### config.mk
export PLATFORM = sky130hd
export DESIGN_NAME = ifu_fetch_flat
export DESIGN_NICKNAME = d
export VERILOG_FILES = /design/src/rtl/ifu_fetch_if.sv /design/src/rtl/ifu_fetch.sv /design/src/flat_wrapper.sv
export SDC_FILE = /design/constraint.sdc
export NUM_CORES = 1
export LEC_CHECK = 0
export BUFFER_PORTS_ARGS = -buffer_cell sky130_fd_sc_hd__clkbuf_2
export CELL_PAD_IN_SITES_DETAIL_PLACEMENT = 1
export CELL_PAD_IN_SITES_GLOBAL_PLACEMENT = 2
export CORE_AREA = 2 2 160 162
export DETAILED_ROUTE_END_ITERATION = 10
export DIE_AREA = 0 0 162 164
export GPL_TIMING_DRIVEN = 0
export PLACE_DENSITY_LB_ADDON = 0.1
export SLEW_MARGIN = 10
export SYNTH_ARGS = -nofsm -noshare
export SYNTH_HDL_FRONTEND = slang
export SYNTH_SLANG_ARGS = --single-unit
export TNS_END_PERCENT = 5
### constraint.sdc
create_clock -name clk -period 3.08 [get_ports clk]
set_input_delay 0.308 -clock clk [delete_from_list [all_inputs] [get_ports clk]]
set_output_delay 0.308 -clock clk [all_outputs]
set_load 0.05 [all_outputs]
### src/rtl/ifu_fetch_if.sv
// Fetch-unit bus bundle: instruction-memory request/response, execute redirect,
// and the valid/ready hand-off to decode.
// master: the fetch unit's view. slave: the surrounding memory/execute/decode side.
interface ifu_fetch_if #(
  parameter int unsigned XLEN = 64
) ();
  logic            imem_req_valid;
  logic            imem_req_ready;
  logic [XLEN-1:0] imem_req_addr;
  logic            imem_resp_valid;
  logic [31:0]     imem_resp_data;
  logic            redirect_valid;
  logic [XLEN-1:0] redirect_pc;
  logic            out_valid;
  logic            out_ready;
  logic [31:0]     out_inst;
  logic [XLEN-1:0] out_pc;

  modport master (
    output imem_req_valid, imem_req_addr, out_valid, out_inst, out_pc,
    input  imem_req_ready, imem_resp_valid, imem_resp_data, redirect_valid, redirect_pc,
           out_ready
  );

  modport slave (
    input  imem_req_valid, imem_req_addr, out_valid, out_inst, out_pc,
    output imem_req_ready, imem_resp_valid, imem_resp_data, redirect_valid, redirect_pc,
           out_ready
  );
endinterface

### src/rtl/ifu_fetch.sv
// Instruction fetch unit: holds the PC, keeps at most one instruction-memory
// request outstanding, and registers each returned word with its PC for decode.
// Redirects from execute win over every other event; a fetch already in flight
// is absorbed through the drop flag.
// Optional: define IFU_MISALIGN_CHECK_EN to add the fetch_misalign output and a
// FAULT state entered on redirects to non word-aligned targets.
module ifu_fetch #(
  parameter int unsigned     XLEN     = 64,
  parameter logic [XLEN-1:0] PC_RESET = 64'h0000_0000_8000_0000
) (
  input  logic           clk,
  input  logic           rst_n,
`ifdef IFU_MISALIGN_CHECK_EN
  output logic           fetch_misalign,
`endif
  ifu_fetch_if.master    fetch
);

`ifdef IFU_MISALIGN_CHECK_EN
  typedef enum logic [1:0] {StReq, StWait, StHold, StFault} state_e;
`else
  typedef enum logic [1:0] {StReq, StWait, StHold} state_e;
`endif

  state_e          state_q, state_d;
  logic [XLEN-1:0] pc_q, pc_d;
  logic            drop_q, drop_d;
  logic            out_valid_q, out_valid_d;
  logic [31:0]     out_inst_q, out_inst_d;
  logic [XLEN-1:0] out_pc_q, out_pc_d;

  logic [XLEN-1:0] redir_tgt;
  logic            redir_bad;
  state_e          redir_st;   // where a redirect lands when no fetch is left in flight
  state_e          dropped_st; // where a discarded response lands

`ifdef IFU_MISALIGN_CHECK_EN
  logic misalign_q, misalign_d;

  // Misaligned targets are kept verbatim so the faulting PC stays visible.
  always_comb begin
    redir_tgt  = fetch.redirect_pc;
    redir_bad  = |fetch.redirect_pc[1:0];
    redir_st   = redir_bad ? StFault : StReq;
    dropped_st = misalign_q ? StFault : StReq;
  end

  assign fetch_misalign = misalign_q;
`else
  // Low target bits are forced to zero: every fetch address is word aligned.
  always_comb begin
    redir_tgt  = fetch.redirect_pc & ~{{(XLEN-2){1'b0}}, 2'b11};
    redir_bad  = 1'b0;
    redir_st   = StReq;
    dropped_st = StReq;
  end
`endif

  // Next-state: redirect first, then the normal REQ -> WAIT -> HOLD cycle.
  always_comb begin
    state_d     = state_q;
    pc_d        = pc_q;
    drop_d      = drop_q;
    out_valid_d = out_valid_q;
    out_inst_d  = out_inst_q;
    out_pc_d    = out_pc_q;
`ifdef IFU_MISALIGN_CHECK_EN
    misalign_d  = misalign_q;
`endif
    if (fetch.redirect_valid) begin
      pc_d   = redir_tgt;
      drop_d = 1'b0;
`ifdef IFU_MISALIGN_CHECK_EN
      misalign_d = redir_bad;
`endif
      case (state_q)
        StReq: begin
          if (fetch.imem_req_ready) begin
            // Request went out this cycle; its response must be swallowed.
            drop_d  = 1'b1;
            state_d = StWait;
          end else begin
            state_d = redir_st;
          end
        end
        StWait: begin
          if (fetch.imem_resp_valid) begin
            state_d = redir_st;
          end else begin
            drop_d  = 1'b1;
            state_d = StWait;
          end
        end
        StHold: begin
          out_valid_d = 1'b0;
          state_d     = redir_st;
        end
        default: state_d = redir_st;
      endcase
    end else begin
      case (state_q)
        StReq: begin
          if (fetch.imem_req_ready) state_d = StWait;
        end
        StWait: begin
          if (fetch.imem_resp_valid) begin
            if (drop_q) begin
              drop_d  = 1'b0;
              state_d = dropped_st;
            end else begin
              out_inst_d  = fetch.imem_resp_data;
              out_pc_d    = pc_q;
              pc_d        = pc_q + {{(XLEN-3){1'b0}}, 3'd4};
              out_valid_d = 1'b1;
              state_d     = StHold;
            end
          end
        end
        StHold: begin
          if (fetch.out_ready) begin
            out_valid_d = 1'b0;
            state_d     = StReq;
          end
        end
        default: state_d = state_q;
      endcase
    end
  end

  // State registers with asynchronous active-low reset.
  always_ff @(posedge clk or negedge rst_n) begin
    if (!rst_n) begin
      state_q     <= StReq;
      pc_q        <= PC_RESET;
      drop_q      <= 1'b0;
      out_valid_q <= 1'b0;
      out_inst_q  <= 32'h0;
      out_pc_q    <= PC_RESET;
`ifdef IFU_MISALIGN_CHECK_EN
      misalign_q  <= 1'b0;
`endif
    end else begin
      state_q     <= state_d;
      pc_q        <= pc_d;
      drop_q      <= drop_d;
      out_valid_q <= out_valid_d;
      out_inst_q  <= out_inst_d;
      out_pc_q    <= out_pc_d;
`ifdef IFU_MISALIGN_CHECK_EN
      misalign_q  <= misalign_d;
`endif
    end
  end

  // Request is masked only by reset itself; otherwise purely registered.
  assign fetch.imem_req_valid = (state_q == StReq) && rst_n;
  assign fetch.imem_req_addr  = pc_q;
  assign fetch.out_valid      = out_valid_q;
  assign fetch.out_inst       = out_inst_q;
  assign fetch.out_pc         = out_pc_q;

endmodule
### src/flat_wrapper.sv
// flat-port wrapper written by rule: the top's interface ports become plain ports
module ifu_fetch_flat 
#(
  parameter int unsigned     XLEN     = 64,
  parameter logic [XLEN-1:0] PC_RESET = 64'h0000_0000_8000_0000
)
  (clk, rst_n, fetch_imem_req_valid, fetch_imem_req_addr, fetch_out_valid, fetch_out_inst, fetch_out_pc, fetch_imem_req_ready, fetch_imem_resp_valid, fetch_imem_resp_data, fetch_redirect_valid, fetch_redirect_pc, fetch_out_ready);
  ifu_fetch_if #(.XLEN(XLEN)) fetch_i ();
  input  logic clk;
  input  logic rst_n;
  output wire logic [$bits(fetch_i.imem_req_valid)-1:0] fetch_imem_req_valid;
  output wire logic [$bits(fetch_i.imem_req_addr)-1:0] fetch_imem_req_addr;
  output wire logic [$bits(fetch_i.out_valid)-1:0] fetch_out_valid;
  output wire logic [$bits(fetch_i.out_inst)-1:0] fetch_out_inst;
  output wire logic [$bits(fetch_i.out_pc)-1:0] fetch_out_pc;
  input wire logic [$bits(fetch_i.imem_req_ready)-1:0] fetch_imem_req_ready;
  input wire logic [$bits(fetch_i.imem_resp_valid)-1:0] fetch_imem_resp_valid;
  input wire logic [$bits(fetch_i.imem_resp_data)-1:0] fetch_imem_resp_data;
  input wire logic [$bits(fetch_i.redirect_valid)-1:0] fetch_redirect_valid;
  input wire logic [$bits(fetch_i.redirect_pc)-1:0] fetch_redirect_pc;
  input wire logic [$bits(fetch_i.out_ready)-1:0] fetch_out_ready;
  assign fetch_imem_req_valid = fetch_i.imem_req_valid;
  assign fetch_imem_req_addr = fetch_i.imem_req_addr;
  assign fetch_out_valid = fetch_i.out_valid;
  assign fetch_out_inst = fetch_i.out_inst;
  assign fetch_out_pc = fetch_i.out_pc;
  assign fetch_i.imem_req_ready = fetch_imem_req_ready;
  assign fetch_i.imem_resp_valid = fetch_imem_resp_valid;
  assign fetch_i.imem_resp_data = fetch_imem_resp_data;
  assign fetch_i.redirect_valid = fetch_redirect_valid;
  assign fetch_i.redirect_pc = fetch_redirect_pc;
  assign fetch_i.out_ready = fetch_out_ready;
  ifu_fetch #(.XLEN(XLEN), .PC_RESET(PC_RESET)) u_core (.clk(clk), .rst_n(rst_n), .fetch(fetch_i));
endmodule
After elaboration in Yosys (flattened, before gate mapping)
Cells that the tools add are included.
W data, S select, Z words.
Word-level totals
  input port bits: 102
  bits in registers: 164
Cells by class
  add/sub/neg operators: 1
  multiplexer cells: 25
  equal/unequal tests: 8
  reductions and logical operators: 11
  bitwise gates (word level): 2
Operators by type and width (number)
  $mux W64: 4
  $add A64 B3 Y64 const B: 1
  $mux W1: 12
  $ne A3 B3 Y1 const B: 4
  $mux W2: 5
  $reduce_and A4 Y1: 2
  $pmux W2 S3: 1
  $reduce_bool A2 Y1: 3
  $reduce_and A5 Y1: 1
  $pmux W1 S2: 2
  $pmux W2 S2: 1
  $reduce_bool A4 Y1: 1
  $reduce_and A3 Y1: 1
  $eq A2 B1 Y1 const B: 1
  $eq A2 B2 Y1 const B: 1
  $logic_not A2 Y1: 1
  $ne A2 B1 Y1 const B: 1
  $ne A2 B2 Y1 const B: 1
  $not A1 Y1: 2
  $reduce_and A2 Y1: 1
  $logic_and A1 B1 Y1: 1

Depth between registers and ports, before layout
  depth after elaboration: 5
  mapped depth: 9
  gate-level depth less buffers: 7

Least setup slack after synthesis
OpenSTA, ideal clock, no wires.
  path kind: reg2reg
  start: reg u_core.pc_q[2], in the netlist u_core.fetch.imem_req_addr[2]
  end: reg u_core.pc_q[46], in the netlist u_core.fetch.imem_req_addr[46]
  cell stages (with the launch flop): 9
  setup time: 141 ps
  data arrival time: 2565 ps
  setup slack: 374 ps
  path through: dfrtp_1 > ha_1 > nand4b_4 > or4_4 > buf_6 > or3_1 > clkbuf_1 > o31ai_1 > a31oi_1
Between the ends
  longest elaborated chain between the ends: 5
RTL lines
  from (decl): line ifu_fetch.sv:26  | logic [XLEN-1:0] pc_q, pc_d;
  from (signal assigned): line ifu_fetch.sv:144  | pc_q <= pc_d;
  $add A64 B3 Y64: line ifu_fetch.sv:113  | pc_d = pc_q + {{(XLEN-3){1'b0}}, 3'd4};
  $mux W64: line ifu_fetch.sv:107  | if (drop_q) begin
  $mux W64: line ifu_fetch.sv:106  | if (fetch.imem_resp_valid) begin
  $mux W64: line ifu_fetch.sv:101  | case (state_q)
  $mux W64: line ifu_fetch.sv:70  | if (fetch.redirect_valid) begin
No other way between the ends. The select of a mux whose other input is x is not followed.
A chain may end at the register's enable or synchronous reset.

Final worst setup path
  start: reg u_core.pc_q[31], in the netlist u_core.fetch.imem_req_addr[31]
  end: reg u_core.pc_q[56], in the netlist u_core.fetch.imem_req_addr[56]
The elaborated chain is that of the path after synthesis.

==> results by group <==
Critical path
  – Highest cell delay on the worst timing path: approximately 0.8 ns
  – Kind of end point of the critical path: register
  – Startpoint type of the worst setup path: register
  – Critical path start-end classification: reg2reg
  – Buf+Inv Stages, Crit Path: 0
  – Cell at the slowest stage of the critical path: sky130_fd_sc_hd__nor4_1
  – Highest fanout seen on the critical path: 8
  – Crit-path cells: nand4_1 -> nor4_1 -> nand2_1 -> or4_1 -> a31oi_1
  – Required time of the critical path: 3.42 ns
  – Family with the most delay on the worst path: simple AND/OR/NAND/NOR gates
  – Arrival time of data at the critical path endpoint: 3.22 ns

Floorplan
  – Core footprint: 0.0248 sq mm
  – Die outline height: ~160 microns
  – Ports: about 260
  – Die width: 162 microns
  – Count of standard-cell rows: between 50 and 60
  – Die Footprint: 0.0266 sq mm
  – Initial Util: 30.5%

Timing
  – Actual slew at the worst max-slew pin: 0.997 ns
  – Post-layout minimum cycle time: about 2.9 ns
  – Ratio of final minimum period to clock period: between 90% and 100%
  – Setup repair after global routing missed its margin: false
  – Worst rel slew slack: about 33%
  – Max-slew violations: 0
  – PnR worst setup slack: 0.200 ns
  – Setup Viol. Count Final: 0
  – Number of hold violations in the final report: 0
  – Setup TNS Final: 0 ns
  – Clock skew: about 0.018 ns
  – Fmax: roughly 350 MHz

Status
  – Result of the run: complete, no violations

Clock network
  – Number of H-tree levels: 4
  – Clock transition time at the flip-flop clock pins of the worst setup and hold paths: 0.07 ns
  – Later-pin clock latency in the skew report: roughly 0.43 ns
  – Cell at the root of the clock tree: sky130_fd_sc_hd__clkbuf_16
  – TritonCTS buffer count: 17
  – Clock Path Buffers: 2
  – Clk sinks: 160
  – Clock tree from TritonCTS: done

Yosys
  – Count of state elements after synthesis: 160
  – Ys async rst share: 100%
  – Sequential element share of the synthesized area: between 50% and 60%
  – Synth Cell Area: around 0.0076 sq mm
  – Post-synthesis instance total: ~680
  – Mean Syn Cell Area: 11.1 sq um
  – Most used flip-flop cell after synthesis: sky130_fd_sc_hd__dfrtp_1
  – Synthesis warning total: 0
  – Number of distinct library cells after synthesis: 50
  – Post-synth EDFFs: 0

Final layout
  – Share of post-route cells with drive strength above 1: a little over two fifths
  – Number of nets at the end of the flow: 1071
  – Antenna Diode Count: 0
  – Design Area, Final: roughly 0.010 sq mm
  – Synth-to-Final Area Change: 31.7%

Global route
  – Global-route wire length before repair: 38900 microns
  – Largest net degree at the start of global routing: between 60 and 70
  – Vias in the first global route: 6679
  – Antenna violations before repair: 1
  – Total overflow reported by the global router: 0
  – Global Route Usage Sum: a little under a fifth

Detailed routing
  – Vias after detailed routing: between 6000 and 7000
  – DR DRC count: 0
  – Detail-routed via count per cell: approximately 5
  – Post-DR wirelength/cell: approximately 19 microns
  – Wirelength, routed: roughly 25000 microns
  – Router iterations before antenna repair: 4
  – DRC violation total after the first TritonRoute iteration: around 270
  – DRT antenna net count: 0

Pwr
  – Leak pwr: 4.44 nW
  – Worst IR drop on VDD: 455 uV
  – Power density normalized to cell area: about 1000 mW/mm^2

Worst hold path
  – Worst min-delay path category: in2reg

Place
  – Weighted congestion at the end of routability-driven global placement: between 0.7 and 0.8
  – Quantity of I/O buffers inserted on ports: between 200 and 300
  – Post-DP HPWL: approximately 19000 microns
  – Setup WS pre-CTS: -0.448 ns
  – Placed Area: slightly above 0.009 sq mm

Run
  – Reported max-cap violation count: 0
## stage by stage
| step | instances | utilization, % | hold slack, ns | total power, mW |
|---|---|---|---|---|
| after floorplan | 682 | - | 0.0124 | 6.74 |
| after global placement | 1269 | 37.4 | 0.488 | 7.87 |
| after detailed placement | 1271 | 37.6 | 0.262 | 7.94 |
| after CTS | 1305 | 40.1 | 0.0644 | 10.1 |
| after global routing | 1308 | 40.2 | 0.0797 | 10.5 |
| final | 1308 | 40.2 | 0.0812 | 9.97 |
## cells in the final DEF (no fill, tap or decap), types with 4 or more instances in the layout
master	count
sky130_fd_sc_hd__dfrtp_1	158
sky130_fd_sc_hd__and3_1	8
sky130_fd_sc_hd__inv_1	14
sky130_fd_sc_hd__conb_1	4
sky130_fd_sc_hd__nand2_1	63
sky130_fd_sc_hd__mux2_2	96
sky130_fd_sc_hd__a31oi_1	21
sky130_fd_sc_hd__nor4_1	16
sky130_fd_sc_hd__o21ai_0	45
sky130_fd_sc_hd__inv_6	7
sky130_fd_sc_hd__or3_1	7
sky130_fd_sc_hd__nor3_1	8
sky130_fd_sc_hd__nor2_1	35
sky130_fd_sc_hd__clkbuf_1	24
sky130_fd_sc_hd__nand4_1	29
sky130_fd_sc_hd__xor2_1	14
sky130_fd_sc_hd__or4_1	21
sky130_fd_sc_hd__buf_4	8
sky130_fd_sc_hd__nand3_1	21
sky130_fd_sc_hd__clkbuf_2	262
sky130_fd_sc_hd__clkbuf_16	17
sky130_fd_sc_hd__xnor2_1	22
sky130_fd_sc_hd__o31ai_1	15
## state kept, by name, summed over array words and instances (netlist names)
register,cells
u_core.fetch.imem_req_addr,62
u_core.fetch.out_pc,62
u_core.fetch.out_inst,32
u_core.state_q,2
u_core.drop_q,1
u_core.fetch.out_valid,1
## cell type report
cell class              count  area (sq um)
clock inverters            14           143
well taps                 330           413
multi-input cells         472          3370
fillers                  2873         14800
repair buffers            264          1390
inverters                  15          56.3
plain buffers              35           163
flip-flops and latches    160          4010
clock buffers              18           429
## where the power goes
group          internal, mW  switching (mW)
Combinational          1.22            3.36
Sequential             2.81           0.468
Clock                  1.14           0.972
## worst register-to-register path, delay by kind of cell, from the launching register on
| family | cells | cell delay [ns] |
|---|---|---|
| AO/OA/AOI/OAI | 1 | 0.17 |
| flip-flops | 1 | 0.60 |
| AND/OR/NAND/NOR | 4 | 2.03 |
## timing repair
action,4_1_cts,5_1_grt
hold buffers,1,0
gates resized for setup,7,1
setup buffers,1,3
pin swaps,1,1
endpoints found under the hold margin,35,0
endpoints found under the setup margin,71,73
## cells in the mapped netlist, drive strengths merged (2+ instances only)
cell / count / area, sq um
clkbuf: 29 / 109
nand4: 29 / 181
nand2: 63 / 236
xnor2: 22 / 193
or3: 8 / 55.1
nand3: 23 / 133
and4: 3 / 26.3
nand3b: 2 / 15.0
mux2: 96 / 1080
nor3b: 2 / 15.0
nand4b: 3 / 41.3
buf: 6 / 46.3
or4: 24 / 191
nor2: 35 / 131
a21oi: 3 / 15.0
and3: 8 / 50.1
dfstp: 2 / 52.6
nor2b: 2 / 12.5
o21ai: 45 / 225
nor3: 10 / 61.3
ha: 4 / 50.1
and2: 2 / 12.5
dfrtp: 158 / 3950
o31ai: 15 / 113
mux2i: 3 / 30.0
xor2: 14 / 123
inv: 15 / 56.3
a31oi: 21 / 131
a221o: 2 / 20.0
nor4: 17 / 113
nand2b: 3 / 18.8
o31a: 2 / 17.5
## worst paths after layout
| path | from | end | slack, ns | cells past startpoint |
|---|---|---|---|---|
| max in group asynchronous | rst_n | u_core.fetch.imem_req_addr[31] | 2.05 | 3 |
| max | u_core.fetch.imem_req_addr[31] | u_core.fetch.imem_req_addr[56] | 0.20 | 5 |
| min reg2reg | u_core.fetch.out_pc[23] | u_core.fetch.out_pc[23] | 0.51 | 1 |
| min in group asynchronous | rst_n | u_core.fetch.out_pc[44] | 0.36 | 2 |
| max reg2reg | u_core.fetch.imem_req_addr[31] | u_core.fetch.imem_req_addr[56] | 0.20 | 5 |
| min | fetch_redirect_pc[31] | u_core.fetch.imem_req_addr[31] | 0.08 | 3 |
## layer usage
metal	global-route usage, %	share of wire (%)	vias up
met4	3.66	0.54	2
met3	4.97	5.9	9
met5	0	0.052	-
li1	-	-	3043
met2	31.9	49	159
met1	25.0	44	3237
## kinds of logic (layout without fill, tap and decap cells)
| group | after synthesis | in the layout | share of synthesized area, % |
|---|---|---|---|
| AND/OR/NAND/NOR | 238 | 238 | 17.5 |
| flip-flops | 160 | 160 | 52.9 |
| multiplexers | 99 | 99 | 14.7 |
| AO/OA/AOI/OAI | 91 | 91 | 7.21 |
| buffers and inverters | 50 | 346 | 2.79 |
| XOR/XNOR | 36 | 36 | 4.17 |
| adder cells (fa/ha/maj) | 4 | 4 | 0.661 |
| other | 1 | 4 | 0.0495 |
(Power assumes the default switching activity.)
